### src/rtl/pim_weight_readback.sv
// Streams a 256-bit CAM/CIM weight snapshot back out as sixteen 32-bit words.
// The nibble packing inverts the weight-load interleave, so word k reads back as written.
module pim_weight_readback (
    input  logic         i_clk,
    input  logic         i_rst,
    input  logic         i_start,
    input  logic         i_abort,
    input  logic [255:0] i_cam_data,
    input  logic [255:0] i_cim_data,
    input  logic         i_ready,
    output logic [31:0]  o_data,
    output logic         o_valid,
    output logic         o_last,
    output logic [3:0]   o_index,
    output logic         o_busy,
    output logic         o_done
);

    typedef enum logic {
        IDLE   = 1'b0,
        STREAM = 1'b1
    } state_t;

    state_t       state_q, state_d;
    logic [255:0] cam_q, cam_d;
    logic [255:0] cim_q, cim_d;
    logic [3:0]   cnt_q, cnt_d;
    logic         done_q, done_d;

    logic         streaming;
    logic         xfer;
    logic [7:0]   slice_base;
    logic [15:0]  cam_slice;
    logic [15:0]  cim_slice;

    // Word k takes the 16 bits starting at 255-16k, i.e. slice (15-k) counted from the LSB.
    function automatic logic [31:0] interleave(input logic [15:0] cam_s, input logic [15:0] cim_s);
        return {cam_s[15:12], cim_s[15:12], cam_s[11:8], cim_s[11:8],
                cam_s[7:4],   cim_s[7:4],   cam_s[3:0],  cim_s[3:0]};
    endfunction

    assign streaming  = (state_q == STREAM);
    assign xfer       = streaming && i_ready;
    assign slice_base = {~cnt_q, 4'b0000};
    assign cam_slice  = cam_q[slice_base +: 16];
    assign cim_slice  = cim_q[slice_base +: 16];

    always_comb begin
        state_d = state_q;
        cnt_d   = cnt_q;
        cam_d   = cam_q;
        cim_d   = cim_q;
        done_d  = 1'b0;
        if (i_abort) begin
            // Abort wins over start and over a same-cycle transfer; snapshot is kept.
            state_d = IDLE;
            cnt_d   = 4'd0;
        end else begin
            case (state_q)
                IDLE: begin
                    if (i_start) begin
                        cam_d   = i_cam_data;
                        cim_d   = i_cim_data;
                        cnt_d   = 4'd0;
                        state_d = STREAM;
                    end
                end
                STREAM: begin
                    if (xfer) begin
                        if (cnt_q == 4'd15) begin
                            state_d = IDLE;
                            cnt_d   = 4'd0;
                            done_d  = 1'b1;
                        end else begin
                            cnt_d = cnt_q + 4'd1;
                        end
                    end
                end
                default: begin
                    state_d = IDLE;
                    cnt_d   = 4'd0;
                end
            endcase
        end
    end

    always_ff @(posedge i_clk) begin
        if (i_rst) begin
            state_q <= IDLE;
            cnt_q   <= 4'd0;
            cam_q   <= '0;
            cim_q   <= '0;
            done_q  <= 1'b0;
        end else begin
            state_q <= state_d;
            cnt_q   <= cnt_d;
            cam_q   <= cam_d;
            cim_q   <= cim_d;
            done_q  <= done_d;
        end
    end

    always_comb begin
        o_valid = streaming;
        o_busy  = streaming;
        o_done  = done_q;
        o_data  = streaming ? interleave(cam_slice, cim_slice) : 32'd0;
        o_index = streaming ? cnt_q : 4'd0;
        o_last  = streaming && (cnt_q == 4'd15);
    end

endmodule

### config.mk
export PLATFORM = sky130hd
export DESIGN_NAME = pim_weight_readback
export DESIGN_NICKNAME = d
export VERILOG_FILES = /design/src/rtl/pim_weight_readback.sv
export SDC_FILE = /design/constraint.sdc
export NUM_CORES = 1
export LEC_CHECK = 0
export CORE_ASPECT_RATIO = 0.7
export CORE_MARGIN = 2
export CORE_UTILIZATION = 25
export CTS_CLUSTER_SIZE = 25
export DETAILED_ROUTE_END_ITERATION = 12
export PLACE_DENSITY = 0.45
export SETUP_SLACK_MARGIN = 0.3
export SYNTH_ARGS = -nofsm -noshare
export SYNTH_HDL_FRONTEND = slang
export SYNTH_SLANG_ARGS = --single-unit
### constraint.sdc
create_clock -name i_clk -period 2.5 [get_ports i_clk]
set_clock_uncertainty 0.2 [all_clocks]
set_input_delay 0.25 -clock i_clk [delete_from_list [all_inputs] [get_ports i_clk]]
set_output_delay 0.25 -clock i_clk [all_outputs]
set_load 0.02 [all_outputs]
## Word-level counts from Yosys, hierarchy flattened

Index checks and enable logic that the tools add are counted.
Widths: inputs -> output; s select.

| storage, ports and cells | value |
|---|---|
| memories kept | 0 |
| bits in registers | 518 |
| ROM bits | 0 |
| memory bits (writable) | 0 |
| latch bits | 0 |
| input port bits | 517 |
| output and inout bits | 40 |
| word-level logic and storage cells | 32 |

| operators by class | value |
|---|---|
| bitwise logic cells | 4 |
| magnitude comparators | 0 |
| equal/unequal tests | 3 |
| add/subtract/negate cells | 1 |
| divide/modulo/power cells | 0 |
| reductions and logical operators | 6 |
| shift operators | 2 |
| muxes and demuxes | 11 |
| $mul | 0 |

Operators by type and width:

| operator | number |
|---|---|
| $shiftx 256x9->16 | 2 |
| $mux 32 | 1 |
| $mux 4 | 4 |
| $pmux 4 s2 | 1 |
| $add 4x1->4 const B | 1 |
| $eq 4x4->1 const B | 1 |
| $mux 1 | 4 |
| $not 4->4 | 1 |
| $reduce_or 4->1 | 1 |
| $not 1->1 | 3 |
| $reduce_and 3->1 | 1 |
| $logic_and 1x1->1 | 2 |
| $ne 2x1->1 const B | 1 |
| $ne 2x2->1 const B | 1 |
| $pmux 1 s2 | 1 |
| $reduce_and 2->1 | 1 |
| $reduce_or 2->1 | 1 |

## Depth between registers and ports, before layout

Gate-level depths: netlist of the first run.

| depth | value |
|---|---|
| word-level depth | 4 |
| depth in mapped cells | 8 |
| mapped depth without buffers | 5 |

## Worst setup path before layout of the first run

OpenSTA, ideal clock, no wires.

| timing path | value |
|---|---|
| kind | register -> output |
| from | reg cnt_q[0] |
| to | out o_data[28] |
| setup slack | 501 ps |
| required time | 2050 ps |
| data arrival time | 1549 ps |
| buffers on the path | 3 |
| cell stages (with the launch flop) | 8 |
| cells stage by stage | dfxtp_1 -> buf_6 -> buf_8 -> buf_6 -> mux2i_1 -> a22oi_1 -> nand2_1 -> o21ai_0 |

| on the way | value |
|---|---|
| cells in the longest elaborated chain, start to end | 3 |

RTL lines:

| what | line | text |
|---|---|---|
| from (decl) | 27 | `logic [3:0] cnt_q, cnt_d;` |
| from (signal assigned) | 96 | `cnt_q <= cnt_d;` |
| $not 4->4 | 44 | `assign slice_base = {~cnt_q, 4'b0000};` |
| $shiftx 256x9->16 | 45 | `assign cam_slice = cam_q[slice_base +: 16];` |
| $mux 32 | 107 | `o_data = streaming ? interleave(cam_slice, cim_slice) : 32'd0;` |
| to (decl) | 11 | `output logic [31:0] o_data,` |

Every way passes these cells.

## Worst setup path in the final report of the first run

| timing path | value |
|---|---|
| from | reg cnt_q[0] |
| to | out o_data[25] |

| on the way | value |
|---|---|
| cells in the longest elaborated chain, start to end | 3 |

RTL lines:

| what | line | text |
|---|---|---|
| $not 4->4 | 44 |  |
| $shiftx 256x9->16 | 46 | `assign cim_slice = cim_q[slice_base +: 16];` |
| $mux 32 | 107 |  |

Every way passes these cells.

==> flow_metrics.py, run 1 <==
metrics = {
    "yosys": {
        "syn-num-nets": 3297,
        "synth_area_leaders": "dfxtp_1, nand2_1, a21oi_1",
        "async_flop_share_pct": 0,
        "yosysWarnings": 0,
        "synthSimpleGateAreaFrac_pct": 18.8,
        "synth_edf_count": 0,
        "ys_seq_elements": 518,
        "synth_cell_type_count": 35,
        "synth_compound_area_share_pct": 16.3,
        "ys.flop_type": "dfxtp_1",
        "syn_area_sq_mm": 0.0225,
        "synth_top_family_by_area": "simple AND/OR/NAND/NOR gates",
        "yosysMostFrequentCell": "nand2_1",
        "synthMuxAreaShare_pct": 11.6,
        "ys_seq_area_share_pct": 46.0,
        "yosysTopAreaCell": "dfxtp_1",
        "synth_cells": 2779,
        "synth.top_cell.area_share_pct": 46.0,
        "avgSynthCellArea_sq_um": 8.11,
        "synth_xor_area_share_pct": 0,
        "synth_fa_ha_area_share_pct": 0.0555,
        "synth_common_cells": "nand2_1, dfxtp_1, a21oi_1",
    },
    "sta": {
        "holdWs_ps": 10.3,
        "hold_violations": 0,
        "finalSetupViolCount": 33,
        "slew_violations": 0,
        "setup_slack_ps": -532,
        "relSlewSlack_pct": 52.5,
        "fin_crit_sh_pct": 121,
        "tightest_slew_ps": 712,
        "rsz0062_at_grt": "true",
        "fmax_ghz": 0.330,
        "min_period_ps": 3030,
        "tns_ps": -12630,
    },
    "floorplanning": {
        "die_area_sq_mm": 0.0926,
        "io_pins": 557,
        "die_y_um": 255,
        "die_x_um": 363,
        "start_util_pct": 25.1,
        "rows": 92,
        "placeableCoreArea_sq_mm": 0.0897,
    },
    "placed_design": {
        "gp_routability_congestion": 0.863,
        "dp_hpwl_mm": 78.8,
        "port_buffers": 556,
    },
    "global_route": {
        "grt_pass1_wl_mm": 148,
        "grt_pass1_vias": 22456,
        "grt_use_met2_pct": 32.6,
        "grt_max_degree": 88,
        "grtUsageTotal_pct": 21.7,
        "antenna_found_initial": 19,
        "use_met1_pct": 31.8,
        "grtUsageMet3_pct": 4.50,
        "grt.overflow.total": 0,
        "top_usage_layer": "met2",
    },
    "clock_tree": {
        "cts.path.max_buffers": 3,
        "clockRootBuffer": "clkbuf_16",
        "h-tree-depth": 2,
        "cts_tree": "built",
        "clock_latency_ps": 620,
        "cts_buffers": 55,
        "clock-sinks": 518,
        "path_clk_slew_ps": 70,
    },
    "critical_path": {
        "crit_path_start_kind": "register",
        "arrival_ps": 2580,
        "crit_type": "reg -> out",
        "cp_max_fo": 6,
        "crit_required_ps": 2050,
        "end_kind": "primary output",
    },
    "finish": {
        "layout.nets": 4217,
        "final_util_pct": 41.2,
        "syn2layout_area_growth_pct": 63.8,
        "drive_gt1_share_pct": 14.5,
        "fillers": 9155,
    },
    "drt": {
        "antenna_left": 0,
        "vias_per_cell": 4.64,
        "drt_iter0_markers": 1468,
        "drc_errors": 0,
        "wl_per_cell_um": 21.2,
        "firstDrtPassIters": 5,
        "num_vias": 22821,
        "routed_wl_mm": 104,
    },
    "power": {
        "leakagePower_nw": 12.8,
        "power_density_mw_per_mm2": 560,
        "peakVddDrop_mv": 0.469,
        "p_total_mw": 20.7,
    },
    "run": {
        "drv_cap": 0,
    },
    "run_status": {
        "violations": "negative setup slack",
        "outcome": "finished with violations",
    },
    "worst_hold_path": {
        "worst_hold_path_type": "in -> reg",
    },
}
[per-layer routing]
layer | routed length, um | up-vias | part of all wire, %
met1 | 51200 | 10894 | 49
met4 | 1570 | 18 | 1.5
met3 | 6750 | 95 | 6.5
li1 | - | 11198 | -
met5 | 104 | - | 0.10
met2 | 44700 | 616 | 43
[where the power goes]
group | internal (mW) | switching (mW)
Clock | 5.25 | 3.64
Sequential | 8.63 | 0.270
Combinational | 1.61 | 1.28
Total | 15.5 | 5.19
[repair_timing]
item,CTS,global route
buffers inserted,32,28
gates cloned,7,2
endpoints found under the hold margin,329,0
resized for setup,292,103
setup endpoints to repair,39,36
hold buffers,307,0
pin swaps,56,58
[kinds of logic (layout without fill, tap and decap cells)]
logic type               Yosys count  after routing
buffers and inverters            236           1195
AO/OA/AOI/OAI                    672            672
flip-flops                       518            518
other                              0              8
AND/OR/NAND/NOR                 1107           1107
multiplexers                     245            245
adder cells (fa/ha/maj)            1              1
[placed cells by master, fill, tap and decap left out, types with 3 or more instances in the layout]
cell,instances
nor2_1,3
nand3_2,11
buf_4,130
mux2i_4,15
buf_8,10
diode_2,8
o21ai_2,23
o21ai_4,12
o21ai_1,4
nand2_4,5
dfxtp_1,515
and2_4,4
dlygate4sd3_1,307
buf_6,58
mux2i_1,196
buf_12,60
a221oi_2,8
a22oi_2,41
mux4_2,13
clkbuf_8,7
buf_16,9
mux2i_2,21
nand2_1,1044
nand3_4,4
a21oi_1,514
a221oi_1,3
nand2_2,12
clkdlybuf4s50_1,516
a22oi_1,61
clkbuf_1,10
bufinv_16,8
clkinv_2,9
clkbuf_16,60
nand3_1,11
[registers in the layout (all words and copies together) (netlist names)]
signal	flops
cam_q	256
cim_q	256
cnt_q	4
o_busy	1
o_done	1
[worst max-delay path, stage by stage (launching register included)]
cell and delay (ps):
dfxtp_4 420, buf_12 160, buf_4 160, mux2i_2 220, buf_4 180, a22oi_2 290
nand2_1 100, o21ai_2 250, buf_6 160
[final timing paths]
check	start	to	slack, ps	depth (start not counted)
hold reg to reg	cim_q[50]	cim_q[50]	250	2
setup reg to reg	cnt_q[0]	o_done	350	11
setup / recovery	cnt_q[0]	o_data[25]	-530	8
hold / removal	i_cam_data[188]	cam_q[188]	10	3
[area by class of cell]
type                    count  area (sq um)  share of cell area, %
repair buffers           1097         11600                   31.3
clock inverters            21           325                  0.881
clock buffers              75          1590                   4.30
well taps                1175          1470                   3.98
flip-flops and latches    518         10400                   28.1
multi-input cells        2025         11600                   31.3
inverters                   2          8.76                 0.0237
diodes                      8          20.0                 0.0542
[per-stage QoR]
| stage | instances | worst slack (ps) | cell area (sq um) |
|---|---|---|---|
| 4_1_cts | 4883 | -561 | 36200 |
| 3_5_place_dp | 4441 | -363 | 29800 |
| 3_3_place_gp | 4441 | -376 | 29800 |
| 5_1_grt | 4915 | -560 | 36900 |
| 2_1_floorplan | 2779 | 501 | 22500 |
| 6_report | 4921 | -532 | 36900 |
Note: power is estimated with default switching activity, not from simulation.
==> inputs of run 2 (changes only) <==
CTS_BUF_LIST = sky130_fd_sc_hd__clkbuf_16   (was unset)
clock period = 3.58 ns   (was 2.5 ns; I/O delays follow)
==> flow_metrics.py, run 2 (synthesis gave the netlist of run 1 again) <==
metrics = {
    "drt": {
        "firstDrtPassIters": 7,
        "vias_per_cell": 4.70,
        "num_vias": 21034,
        "drc_errors": 0,
        "routed_wl_mm": 102,
        "drt_iter0_markers": 1717,
        "antenna_left": 0,
        "wl_per_cell_um": 22.9,
    },
    "finish": {
        "final_cell_mix": "nand2_1, clkdlybuf4s50_1, dfxtp_1, a21oi_1, mux2i_1",
        "drive_gt1_share_pct": 8.72,
        "layout.nets": 3774,
        "stdcell_count": 4479,
        "design_area_sq_mm": 0.0314,
        "largestRegisters": "cam_q x256, cim_q x256, cnt_q x4",
        "syn2layout_area_growth_pct": 39.4,
        "layout_commonest_cell": "nand2_1",
    },
    "clock_tree": {
        "clock_latency_ps": 620,
        "cts_buffers": 56,
        "clock-sinks": 518,
        "cts.path.max_buffers": 3,
        "cts_tree": "built",
        "path_clk_slew_ps": 60,
        "clockRootBuffer": "clkbuf_16",
        "h-tree-depth": 2,
    },
    "sta": {
        "relSlewSlack_pct": 19.3,
        "fmax_ghz": 0.307,
        "tns_ps": 0,
        "hold_violations": 0,
        "min_period_ps": 3250,
        "finalSetupViolCount": 0,
        "setup_slack_ps": 327,
        "slew_violations": 0,
        "fin_crit_sh_pct": 90.9,
        "rsz0062_at_grt": "true",
        "tightest_slew_ps": 1210,
    },
    "power": {
        "leakagePower_nw": 10.6,
        "power.internal_mw": 9.94,
        "swShare_pct": 26.2,
        "power_switching_mw": 3.52,
        "p_seq_share_pct": 46.1,
        "peakVddDrop_mv": 0.341,
        "power_density_mw_per_mm2": 429,
        "comb_power_share_pct": 12.1,
        "pwr-share-clk_pct": 41.8,
    },
    "critical_path": {
        "cp_num_buf_inv": 4,
        "max_stage_delay_ps": 430,
        "arrival_ps": 2700,
        "r2r_start": "o_busy",
        "r2r_setup_slack_ps": 1320,
        "cp_max_fo": 11,
        "r2r-end": "cim_q[3]",
        "path_cells": "nor2b_4, buf_4, buf_4, buf_4, a22oi_1, nand2_1, o21ai_1, dlygate4sd2_1",
        "end_kind": "primary output",
        "crit_required_ps": 3020,
        "path_common_cell": "buf_4",
        "crit_path_start_kind": "register",
        "path_delay_family": "buffers and inverters",
        "cp_slowest_cell": "dfxtp_4",
        "crit_type": "reg -> out",
        "cp-startpoint": "cnt_q[2]",
        "reg2reg_depth": 5,
    },
    "placed_design": {
        "dp_hpwl_mm": 75.2,
        "port_buffers": 556,
        "dp.cells": 4341,
        "gp_routability_congestion": 0.846,
        "dpl_cell_area_sq_mm": 0.0288,
        "post-place-ws_ps": 451,
    },
    "worst_hold_path": {
        "whs_path_depth": 2,
        "worst_hold_path_type": "in -> reg",
        "min-delay-start": "i_rst",
        "min_to": "cim_q[135]",
    },
    "floorplanning": {
        "die_y_um": 255,
        "die_area_sq_mm": 0.0926,
        "io_pins": 557,
        "placeableCoreArea_sq_mm": 0.0897,
        "die_x_um": 363,
        "start_util_pct": 25.1,
        "rows": 92,
    },
    "global_route": {
        "grtUsageTotal_pct": 21.2,
        "grt.overflow.total": 0,
        "grt_max_degree": 178,
        "grt_pass1_vias": 20479,
        "antenna_found_initial": 25,
        "grt_pass1_wl_mm": 143,
    },
    "run_status": {
        "outcome": "complete, no violations",
    },
    "run": {
        "drv_cap": 0,
    },
}
## run 2: changes by cell type in the layout (fill, tap and decap cells not counted), sizes merged, moves of 6 or more
cell / previous run / this run
buf: 268 / 117
inv: 4 / 18
clkbuf: 78 / 62
clkinv: 10 / 23
dlygate4sd3: 307 / 0
clkdlybuf4s50: 516 / 522
## run 2: through the flow
stage	util (%)	power (mW)	hold WS [ps]
3_3_place_gp	32.1	7.92	241
5_1_grt	35.0	14.0	22.3
2_1_floorplan	-	7.00	233
6_report	35.0	13.5	26.3
4_1_cts	34.8	13.6	4.33
3_5_place_dp	32.1	7.92	246
## run 2: power groups by stage
stage	combinational, mW	sequential, mW	clock [mW]
2_1_floorplan	0.746	6.25	0
3_3_place_gp	1.59	6.33	0
3_5_place_dp	1.60	6.32	0
4_1_cts	1.63	6.20	5.79
5_1_grt	1.76	6.23	6.04
6_report	1.63	6.20	5.63
## run 2: layer usage
metal / vias to the layer above / wire length [um] / track usage, % / part of all wire (%)
met5: - / 149 / 0 / 0.15
met4: 24 / 1330 / 3.60 / 1.3
met3: 102 / 8020 / 6.36 / 7.8
met2: 566 / 43700 / 32.0 / 43
met1: 10003 / 49100 / 30.1 / 48
li1: 10339 / - / - / -
## run 2: how the worst max path moves through the flow
stage                     slack [ps]          to  depth (start not counted)
after floorplan                 1470  o_data[28]                          7
after global placement           470  o_data[14]                          6
after detailed placement         450  o_data[13]                          6
after CTS                         80  o_data[13]                          5
after global routing             230   o_data[3]                          8
final                            330   o_data[3]                          8
## run 2: timing repair
item	CTS	global route
setup endpoints to repair	33	26
pin swaps	1	4
buffers inserted	20	4
gates cloned	6	2
gates resized for setup	107	38
hold buffers	0	0
## run 2: layout make-up
| type | instances | area (sq um) |
|---|---|---|
| Clock inverter | 46 | 292 |
| Inverter | 2 | 11.3 |
| Fill cell | 9500 | 58300 |
| Timing Repair Buffer | 652 | 6860 |
| Multi-Input combinational cell | 2026 | 11000 |
| Tap cell | 1175 | 1470 |
| Antenna cell | 3 | 7.51 |
| Sequential cell | 518 | 10400 |
| Clock buffer | 57 | 1430 |
